`src/rtl/fifo_uart_tx_if.sv`:
```
// rtl/fifo_uart_tx_if.sv - show-ahead FIFO pop handshake between a FIFO and its consumer
//
// Signals:
//   fifo_val   FIFO non-empty; fifo_data is valid whenever it is high
//   fifo_data  FIFO head word (DATA_W bits)
//   fifo_read  one-cycle pop strobe driven by the consumer
// Modports:
//   master  FIFO side (drives val/data, receives read)
//   slave   consumer side (receives val/data, drives read)
interface fifo_uart_tx_if #(
    parameter int DATA_W = 8
);
    logic              fifo_val;
    logic [DATA_W-1:0] fifo_data;
    logic              fifo_read;

    modport master (
        output fifo_val,
        output fifo_data,
        input  fifo_read
    );

    modport slave (
        input  fifo_val,
        input  fifo_data,
        output fifo_read
    );
endinterface

```
`src/rtl/fifo_uart_tx.sv`:
```
// rtl/fifo_uart_tx.sv - UART transmitter that drains a show-ahead FIFO one word per frame
//
// Pops a word from the FIFO and sends it as start bit, DATA_W data bits
// (LSB first) and STOP_BITS stop bits, each bit lasting CLK_DIV clocks.
// Frames run back to back while the FIFO stays non-empty.
//
// Ports:
//   clk   system clock, rising edge
//   rst   asynchronous active-high reset
//   fifo  FIFO handshake (slave side): fifo_val/fifo_data in, fifo_read out
//   tx    registered serial line, idles high
//   busy  high while a frame is in progress
module fifo_uart_tx #(
    parameter int DATA_W    = 8,
    parameter int CLK_DIV   = 4,
    parameter int STOP_BITS = 1
) (
    input  logic           clk,
    input  logic           rst,
    fifo_uart_tx_if.slave  fifo,
    output logic           tx,
    output logic           busy
);

    typedef enum logic [1:0] {
        IDLE  = 2'd0,
        START = 2'd1,
        DATA  = 2'd2,
        STOP  = 2'd3
    } state_t;

    localparam int CW = (CLK_DIV > 1) ? $clog2(CLK_DIV) : 1;
    localparam int IW = (DATA_W > 1) ? $clog2(DATA_W) : 1;

    localparam logic [CW-1:0] BIT_LAST  = CW'(CLK_DIV - 1);
    localparam logic [IW-1:0] IDX_LAST  = IW'(DATA_W - 1);
    localparam logic          STOP_LAST = 1'(STOP_BITS - 1);

    state_t            state_q, state_d;
    logic [CW-1:0]     cnt_q, cnt_d;
    logic [IW-1:0]     idx_q, idx_d;
    logic              stop_q, stop_d;
    logic [DATA_W-1:0] shift_q, shift_d;
    logic              tx_q, tx_d;

    logic bit_end;
    logic last_stop;
    logic pop;

    assign bit_end   = (cnt_q == BIT_LAST);
    assign last_stop = (state_q == STOP) && bit_end && (stop_q == STOP_LAST);

    // Popping on the final stop cycle is what removes the idle gap between frames.
    assign pop            = !rst && fifo.fifo_val && ((state_q == IDLE) || last_stop);
    assign fifo.fifo_read = pop;

    assign tx   = tx_q;
    assign busy = (state_q != IDLE);

    always_ff @(posedge clk or posedge rst) begin
        if (rst) begin
            state_q <= IDLE;
            cnt_q   <= '0;
            idx_q   <= '0;
            stop_q  <= 1'b0;
            shift_q <= '0;
            tx_q    <= 1'b1;
        end else begin
            state_q <= state_d;
            cnt_q   <= cnt_d;
            idx_q   <= idx_d;
            stop_q  <= stop_d;
            shift_q <= shift_d;
            tx_q    <= tx_d;
        end
    end

    always_comb begin
        state_d = state_q;
        // Every state change happens on bit_end, so wrapping here also
        // restarts the bit timer for the new state.
        cnt_d   = bit_end ? '0 : cnt_q + 1'b1;
        idx_d   = idx_q;
        stop_d  = stop_q;
        shift_d = shift_q;
        tx_d    = tx_q;

        case (state_q)
            IDLE: begin
                cnt_d = '0;
                tx_d  = 1'b1;
                if (pop) begin
                    state_d = START;
                    shift_d = fifo.fifo_data;
                    tx_d    = 1'b0;
                end
            end
            START: begin
                if (bit_end) begin
                    state_d = DATA;
                    idx_d   = '0;
                    tx_d    = shift_q[0];
                end
            end
            DATA: begin
                if (bit_end) begin
                    if (idx_q == IDX_LAST) begin
                        state_d = STOP;
                        stop_d  = 1'b0;
                        tx_d    = 1'b1;
                    end else begin
                        // tx is registered, so present the next bit one
                        // edge ahead: it is shift_q[1] before the shift.
                        idx_d   = idx_q + 1'b1;
                        shift_d = shift_q >> 1;
                        tx_d    = shift_q[1];
                    end
                end
            end
            STOP: begin
                if (bit_end) begin
                    if (stop_q == STOP_LAST) begin
                        if (pop) begin
                            state_d = START;
                            shift_d = fifo.fifo_data;
                            tx_d    = 1'b0;
                        end else begin
                            state_d = IDLE;
                            tx_d    = 1'b1;
                        end
                    end else begin
                        stop_d = stop_q + 1'b1;
                    end
                end
            end
            default: begin
                state_d = IDLE;
                tx_d    = 1'b1;
            end
        endcase
    end

endmodule

```
`src/flat_wrapper.sv`:
```
// flat-port wrapper written by rule: the top's interface ports become plain ports
module fifo_uart_tx_flat 
#(
    parameter int DATA_W    = 8,
    parameter int CLK_DIV   = 4,
    parameter int STOP_BITS = 1
)
  (clk, rst, tx, busy, fifo_fifo_val, fifo_fifo_data, fifo_fifo_read);
  fifo_uart_tx_if #(.DATA_W(DATA_W)) fifo_i ();
  input  logic clk;
  input  logic rst;
  output logic tx;
  output logic busy;
  input wire logic [$bits(fifo_i.fifo_val)-1:0] fifo_fifo_val;
  input wire logic [$bits(fifo_i.fifo_data)-1:0] fifo_fifo_data;
  output wire logic [$bits(fifo_i.fifo_read)-1:0] fifo_fifo_read;
  assign fifo_i.fifo_val = fifo_fifo_val;
  assign fifo_i.fifo_data = fifo_fifo_data;
  assign fifo_fifo_read = fifo_i.fifo_read;
  fifo_uart_tx #(.DATA_W(DATA_W), .CLK_DIV(CLK_DIV), .STOP_BITS(STOP_BITS)) u_core (.clk(clk), .rst(rst), .fifo(fifo_i), .tx(tx), .busy(busy));
endmodule
```
`config.mk`:
```
export PLATFORM = sky130hd
export DESIGN_NAME = fifo_uart_tx_flat
export DESIGN_NICKNAME = d
export VERILOG_FILES = /design/src/rtl/fifo_uart_tx_if.sv /design/src/rtl/fifo_uart_tx.sv /design/src/flat_wrapper.sv
export SDC_FILE = /design/constraint.sdc
export NUM_CORES = 1
export LEC_CHECK = 0
export CORE_ASPECT_RATIO = 0.75
export CORE_MARGIN = 2
export CORE_UTILIZATION = 25
export DETAILED_ROUTE_END_ITERATION = 8
export PLACE_DENSITY = 0.42
export SLEW_MARGIN = 30
export SYNTH_ARGS = -nofsm -noshare
export SYNTH_HDL_FRONTEND = slang
export SYNTH_SLANG_ARGS = --single-unit
```
`constraint.sdc`:
```
create_clock -name clk -period 4.3 [get_ports clk]
set_clock_uncertainty 0.1 [all_clocks]
set_input_delay 0.645 -clock clk [delete_from_list [all_inputs] [get_ports clk]]
set_output_delay 0.645 -clock clk [all_outputs]
set_load 0.03 [all_outputs]
```
**Word-level counts from Yosys, hierarchy flattened**

Cells that the tools add are included.
W data, S select, Z words.

- Input bits: 11
- Register bits: 17
- Logic and storage cells: 70
- Output and inout bits: 3

- Equal/unequal tests: 12
- Mux-type cells: 32
- Bitwise operators: 1
- $add $sub $neg: 3
- Reduce and logical (&&, ||, !) cells: 16

Operators with widths:

| kind | count |
|---|---|
| $mux W8 | 5 |
| $pmux W8 S3 | 1 |
| $mux W2 | 8 |
| $reduce_and A4 Y1 | 3 |
| $mux W1 | 11 |
| $mux W3 | 3 |
| $ne A2 B1 Y1 const B | 4 |
| $pmux W2 S4 | 1 |
| $eq A2 B2 Y1 const B | 3 |
| $ne A2 B2 Y1 const B | 3 |
| $pmux W3 S2 | 1 |
| $reduce_and A6 Y1 | 1 |
| $reduce_bool A2 Y1 | 3 |
| $reduce_and A5 Y1 | 1 |
| $logic_and A1 B1 Y1 | 4 |
| $pmux W1 S4 | 1 |
| $add A3 B1 Y3 const B | 1 |
| $eq A3 B3 Y1 const B | 1 |
| $reduce_bool A3 Y1 | 1 |
| $add A2 B1 Y2 const B | 1 |
| $eq A2 B1 Y1 const B | 1 |
| $logic_not A2 Y1 | 1 |
| $pmux W1 S2 | 1 |
| $add A1 B1 Y1 const B | 1 |
| other kinds (3) | 3 |

**Longest topological paths before layout**

Gate-level depths: netlist (run 1).

- Depth after elaboration: 9
- Depth in mapped cells: 8
- Mapped depth without buffers: 7

**Worst setup path before layout (run 1)**

Ideal clock, no wire load.

- Path kind: register -> output
- From: register u_core.state_q[0]
- To: output port fifo_fifo_read
- Arrival: 1,325 ps
- Data required time: 3,555 ps
- Buffers on the path: 1
- Path slack: 2,230 ps
- Stages on the path, launching flop included: 7
- Path through: dfrtp_1 -> inv_1 -> ha_1 -> a21oi_2 -> nand2b_4 -> buf_6 -> inv_1

- Word-level cells in the longest chain between the ends: 5
- Elaborated cells on any way between the ends: 6
- Classes of those cells: eq/ne: 1; reduce/logical: 5

RTL lines:

| element | line | RTL |
|---|---|---|
| start: declaration | fifo_uart_tx.sv:39 | `state_t state_q, state_d;` |
| start signal: assignment | fifo_uart_tx.sv:69 | `state_q <= state_d;` |
| $eq A2 B2 Y1 | fifo_uart_tx.sv:51 | `assign last_stop = (state_q == STOP) && bit_end && (stop_q == STOP_LAST);` |
| $logic_and A1 B1 Y1 (2 in series) | fifo_uart_tx.sv:51 |  |
| $logic_or A1 B1 Y1 (*) | fifo_uart_tx.sv:54 | `assign pop = !rst && fifo.fifo_val && ((state_q == IDLE) \|\| last_stop);` |
| $logic_and A1 B1 Y1 (*) | fifo_uart_tx.sv:54 |  |
| end: declaration | flat_wrapper.sv:16 | `output wire logic [$bits(fifo_i.fifo_read)-1:0] fifo_fifo_read;` |

Every way passes the cells marked *; elsewhere a longest branch is shown, timed or not.

**Worst setup path in the final report (run 1)**

- From: input port fifo_fifo_val
- To: output port fifo_fifo_read

- Word-level cells in the longest chain between the ends: 2

RTL lines:

| element | line | RTL |
|---|---|---|
| start: declaration | flat_wrapper.sv:14 | `input wire logic [$bits(fifo_i.fifo_val)-1:0] fifo_fifo_val;` |
| $logic_and A1 B1 Y1 (2 in series) | fifo_uart_tx.sv:54 |  |

Every way passes these cells.

==> results by group, run 1 <==
Status
  • Status: complete, no violations

Die
  • Die area: 0.00456 mm²
  • Core area: 0.00376 mm²
  • IO Count: 14
  • Initial Util: 26.8%
  • Die height: 59.0 µm
  • Row cnt: 19
  • Die X: 77.3 µm

Worst setup path
  • Worst Path Arrival: 2.37 ns
  • CP Class: in2out
  • Crit. End Element: output pin
  • Startpoint Class: input pin
  • Reg2Reg Depth: 6
  • Worst Path Max Fanout: 8
  • Worst Path Required: 3.56 ns

STA
  • Setup violators final: 0
  • Period utilization: 72.5%
  • Min Hold Slack: 0.347 ns
  • Rel. slew slack: 56.1%
  • Slew Viols, Final: 0
  • Post-Route Setup TNS: 0 ns
  • Period minus WS final: 3.12 ns
  • RSZ-0062 raised after global routing: false
  • Worst setup margin: 1.18 ns
  • Least-Margin Pin Slew: 0.658 ns
  • Fmax achieved: 0.321 GHz
  • Final hold viol count: 0

Drt
  • Via density: 4.67
  • Initial DRC count: 35
  • Via count: 757
  • Routed len/inst: 13.4 µm
  • Drt drc: 0
  • Antenna Violating Nets Remaining: 0
  • First-pass iteration count of the detailed router: 4
  • Final WL: 2180 µm

Cells and area
  • Area Overhead vs Synth: 21.7%
  • Layout Nets: 131
  • Fraction of layout cells with a size suffix above 1: 11.8%
  • Fin cells: 162
  • Final Core Density: 32.6%
  • Diode count: 0

Power and ir drop
  • Register share of total power: 28.7%
  • Peak supply drop: 254 µV
  • Logic pwr share: 57.6%
  • Psw: 0.000428 W
  • Cell Pwr Density: 810 mW/mm²
  • Clock power frac: 13.7%
  • P_leak: 0.523 nW
  • Switching part of the total: 43.1%
  • Internal power: 0.000565 W

CTS
  • CTS tree: yes
  • Root Driver: clkbuf_8
  • H-Tree Depth: 1
  • PostCTS Resize Cnt: 0
  • TritonCTS Buffers: 3
  • Post-CTS Hold Buffers: 0
  • Worst-Skew Late Latency: 0.25 ns
  • Clk buf depth: 2
  • Clk slew on worst S/H paths: 0.06 ns
  • Clk sinks: 16
  • Postcts setup bufs: 0

Global routing
  • Vias in the first global route: 715
  • Tot GR Track Use: 10.5%
  • Grt ovf: 0
  • First-pass GRT wire length: 3630 µm
  • Initial antenna violation count: 0
  • Largest net degree at the start of global routing: 17

Synthesis
  • Part of the Yosys area used for sequential elements: 39.9%
  • Post-Synthesis Cells: 97
  • Synth Area in Adders: 11.2%
  • Compound-Gate Fraction of Synth Area: 29.1%
  • Post-synthesis mux area share: 2.24%
  • Area share of and/or/nand/nor cells after synthesis: 10.8%
  • Mean Syn Cell Area: 10.4 µm²
  • Total number of yosys warnings: 0
  • Post-synthesis xor/xnor area fraction: 0%
  • Mapped Nets: 117
  • Synth Cell Area: 0.00101 mm²
  • Unique masters post-synth: 33
  • Synth Register Bits: 16
  • Largest family of logic cells by synthesized area: compound AO/OA/AOI/OAI gates

Place
  • RD Place Congestion: 0.739
  • Hpwl dp: 1680 µm
  • Place WS: 1.18 ns
  • DP Cell Count: 158
  • # port buffers: 13

Flow run
  • Max-cap violations: 0

Hold path
  • HP Class: reg2reg
  • Worst Hold Depth: 1
flip-flops by register name (all words and copies together) (netlist names):
| signal | count |
|---|---|
| u_core.idx_q | 3 |
| u_core.shift_q | 8 |
| u_core.cnt_q | 2 |
| u_core.state_q | 2 |
| u_core.tx | 1 |
path summary, 6_finish.rpt:
| kind | from | to | slack, ns |
|---|---|---|---|
| max in group asynchronous | rst | u_core.idx_q[0] | 2.95 |
| min | u_core.cnt_q[0] | u_core.cnt_q[0] | 0.35 |
| min reg2reg | u_core.cnt_q[0] | u_core.cnt_q[0] | 0.35 |
| max | fifo_fifo_val | fifo_fifo_read | 1.18 |
| max reg2reg | u_core.state_q[0] | u_core.shift_q[3] | 1.82 |
| min in group asynchronous | rst | u_core.shift_q[7] | 0.73 |
worst max-delay path, cell delays in order:
cell,delay [ns]
clkdlybuf4s50_1,0.47
nor2b_1,0.28
nand2b_4,0.14
inv_1,0.15
clkdlybuf4s50_1,0.70
final cells by class:
class	instances	area [µm²]
Sequential cell	16	402
Timing Repair Buffer	13	130
Clock buffer	4	55.1
Fill cell	403	2530
Inverter	10	37.5
Tap cell	52	65.1
Multi-Input combinational cell	67	537
metal layers:
layer	global-route usage, %	share of wire [%]	vias up	wire, µm
met1	15.2	56	360	1220
met5	0	0	-	0
met4	2.30	0	0	0
li1	-	-	386	-
met3	3.81	3.7	0	81
met2	14.9	40	11	879
cell families (layout without fill, tap and decap cells):
| logic type | Yosys count | in the layout |
|---|---|---|
| adders and majority gates | 9 | 9 |
| muxes | 2 | 2 |
| and+or+nand+nor | 20 | 20 |
| buffers and inverters | 14 | 27 |
| DFF | 16 | 16 |
| AOI/OAI and AO/OA | 36 | 36 |
cell usage after synthesis, drive strengths merged:
library cell / instances / area, µm²
dfrtp: 15 / 375
inv: 10 / 37.5
ha: 9 / 113
o21ai: 6 / 30.0
a221o: 4 / 40.0
nand2: 4 / 15.0
nor2: 4 / 15.0
o211ai: 4 / 30.0
o41ai: 4 / 42.6
a21oi: 3 / 18.8
a31oi: 3 / 18.8
and2: 3 / 18.8
buf: 3 / 27.5
nand2b: 3 / 26.3
nor2b: 3 / 18.8
o2bb2ai: 3 / 26.3
a22oi: 2 / 15.0
mux2: 2 / 22.5
nor3: 2 / 10.0
a21boi: 1 / 11.3
a21o: 1 / 15.0
a22o: 1 / 8.76
a32o: 1 / 10.0
clkbuf: 1 / 3.75
dfstp: 1 / 26.3
nand3: 1 / 5.00
o21bai: 1 / 11.3
o221ai: 1 / 8.76
o22ai: 1 / 6.26
layout by cell type (no fill, tap or decap), types with 2 or more instances in the layout:
cell type        instances
a221o_1                  4
mux2_2                   2
o2bb2ai_1                3
nor2b_1                  3
o41ai_1                  3
inv_1                   10
a31oi_1                  3
o21ai_0                  6
clkdlybuf4s50_1         13
o211ai_1                 4
ha_1                     9
nand2_1                  4
a21oi_1                  2
a22oi_1                  2
clkbuf_8                 4
nand2b_1                 2
dfrtp_1                 15
nor3_1                   2
and2_1                   3
nor2_1                   4
per-stage QoR:
stage / area, µm² / power, W
6_report: 1230 / 0.000993
5_1_grt: 1230 / 0.00109
4_1_cts: 1230 / 0.000999
3_5_place_dp: 1170 / 0.000859
3_3_place_gp: 1170 / 0.000852
2_1_floorplan: 1010 / 0.000739
power by group through the flow:
stage	sequential [W]	combinational [W]	clock [W]
CTS	0.000284	0.000574	0.000141
global route	0.000296	0.000645	0.000147
floorplan	0.000280	0.000459	0
finish	0.000285	0.000572	0.000136
global placement	0.000285	0.000567	0
detailed placement	0.000287	0.000573	0
Power figures use the tool's default switching activity.
==> run 2: changes to the inputs <==
PLACE_DENSITY = 0.43   (was 0.42)
clock period = 2.7 ns   (was 4.3 ns; I/O delays follow)
==> run 2 against run 1 <==
Core utilization grew 0.40 points. Cell area grew 1.2%. Routed wire length grew 7.7%. Critical endpoint is now u_core.shift_q[6].
==> results by group, run 2 (synthesis gave the netlist of run 1 again) <==
Status
  • Status: complete, no violations

CTS
  • Root Driver: clkbuf_8
  • Clk buf depth: 2
  • Post-CTS Hold Buffers: 0
  • CTS tree: yes
  • TritonCTS Buffers: 3
  • H-Tree Depth: 1
  • Worst-Skew Late Latency: 0.25 ns
  • Clk sinks: 16
  • Clk slew on worst S/H paths: 0.07 ns

Place
  • RD Place Congestion: 0.773
  • DP Area: 0.00119 mm²
  • # port buffers: 13
  • Place WS: 0.196 ns
  • DP Cell Count: 161
  • Hpwl dp: 1750 µm

Power and ir drop
  • Cell Pwr Density: 1270 mW/mm²
  • Peak supply drop: 388 µV
  • P_leak: 0.548 nW

Global routing
  • First-pass GRT wire length: 4150 µm
  • Tot GR Track Use: 11.7%
  • Initial antenna violation count: 0
  • Grt ovf: 0
  • Largest net degree at the start of global routing: 17
  • Vias in the first global route: 839

Worst setup path
  • Crit. End Element: register
  • R2R setup slack: 0.33 ns
  • Reg2Reg Depth: 6
  • Worst Path Arrival: 2.40 ns
  • Worst Path Required: 2.73 ns
  • Worst Path Max Fanout: 14
  • Origin of the critical flop-to-flop path: u_core.state_q[0]
  • Startpoint Class: register
  • CP Class: reg2reg
  • FF-to-FF End: u_core.shift_q[6]

STA
  • Fmax achieved: 0.422 GHz
  • Worst setup margin: 0.331 ns
  • Period utilization: 87.7%
  • Slew Viols, Final: 0
  • Rel. slew slack: 55.9%
  • Final hold viol count: 0
  • Post-Route Setup TNS: 0 ns
  • Setup violators final: 0
  • Least-Margin Pin Slew: 0.661 ns
  • RSZ-0062 raised after global routing: false
  • Period minus WS final: 2.37 ns

Cells and area
  • Final Core Density: 33.0%
  • Post-route cell area: 0.00124 mm²
  • Commonest non-fill, non-tap cells in the layout: 15 x dfrtp_1, 12 x clkdlybuf4s50_1, 10 x inv_1, 9 x ha_1, 6 x o21ai_0
  • Fin cells: 165
  • Largest Register: u_core.shift_q
  • Fraction of layout cells with a size suffix above 1: 13.3%
  • Regs by FF count: u_core.shift_q (8), u_core.idx_q (3)
  • Area Overhead vs Synth: 23.2%
  • Most common cell after layout, fill and taps aside: dfrtp_1
  • Layout Nets: 134
  • Diode count: 0
  • Max reg flops: 8

Drt
  • Routed len/inst: 14.2 µm
  • Drt drc: 0
  • Antenna Violating Nets Remaining: 0
  • Via density: 4.76
  • Final WL: 2340 µm
  • Initial DRC count: 33
  • Via count: 785
  • First-pass iteration count of the detailed router: 4

Hold path
  • Hold Path Origin: u_core.cnt_q[0]
  • Min-Delay Endpoint: u_core.cnt_q[0]
  • HP Class: reg2reg
  • Worst Hold Depth: 1

Die
  • Core area: 0.00376 mm²
  • Die X: 77.3 µm
  • Die area: 0.00456 mm²
  • Die height: 59.0 µm
  • IO Count: 14
  • Row cnt: 19
  • Initial Util: 26.8%

Flow run
  • Max-cap violations: 0
-- run 2: metrics by stage --
step | total power, W | hold slack [ns]
after floorplan | 0.00118 | 0.218
after global placement | 0.00138 | 0.329
after detailed placement | 0.00140 | 0.333
after CTS | 0.00160 | 0.342
after global routing | 0.00175 | 0.385
final | 0.00158 | 0.342
-- run 2: worst max path at each step --
stage,from,end,slack [ns]
after detailed placement,fifo_fifo_val,fifo_fifo_read,0.20
after floorplan,u_core.state_q[0],fifo_fifo_read,0.87
after global placement,fifo_fifo_val,fifo_fifo_read,0.20
after global routing,u_core.state_q[0],u_core.shift_q[4],0.15
final,u_core.state_q[0],u_core.shift_q[6],0.33
after CTS,u_core.state_q[0],fifo_fifo_read,0.06
-- run 2: area by class of cell --
| class | instances | area [µm²] |
|---|---|---|
| Clock buffer | 4 | 45.0 |
| Fill cell | 398 | 2510 |
| Inverter | 10 | 37.5 |
| Multi-Input combinational cell | 67 | 537 |
| Sequential cell | 16 | 402 |
| Tap cell | 52 | 65.1 |
| Timing Repair Buffer | 16 | 155 |
-- run 2: what timing repair did --
action | 4_1_cts | 5_1_grt
gates resized for setup | 0 | 1
endpoints found under the setup margin | 0 | 1
buffers inserted | 0 | 0
-- run 2: critical path, cell delays in order (launching register included) --
cell and delay, ns:
dfrtp_1 0.42, inv_1 0.17, ha_1 0.35, a21boi_2 0.10
o21bai_2 0.55, nor2_1 0.22, a221o_1 0.34
-- run 2: report_power, final --
part           switching, W  total [W]  internal (W)
Combinational      0.000516   0.000934      0.000418
Clock             0.0000857   0.000190      0.000105
Sequential        0.0000884   0.000454      0.000366
-- run 2: layer usage --
metal / vias up / share of wire (%) / global-route usage, %
met1: 381 / 56 / 17.3
met2: 10 / 39 / 16.8
li1: 392 / - / -
met4: 0 / 0.68 / 3.06
met3: 2 / 4.1 / 3.35
met5: - / 0 / 0
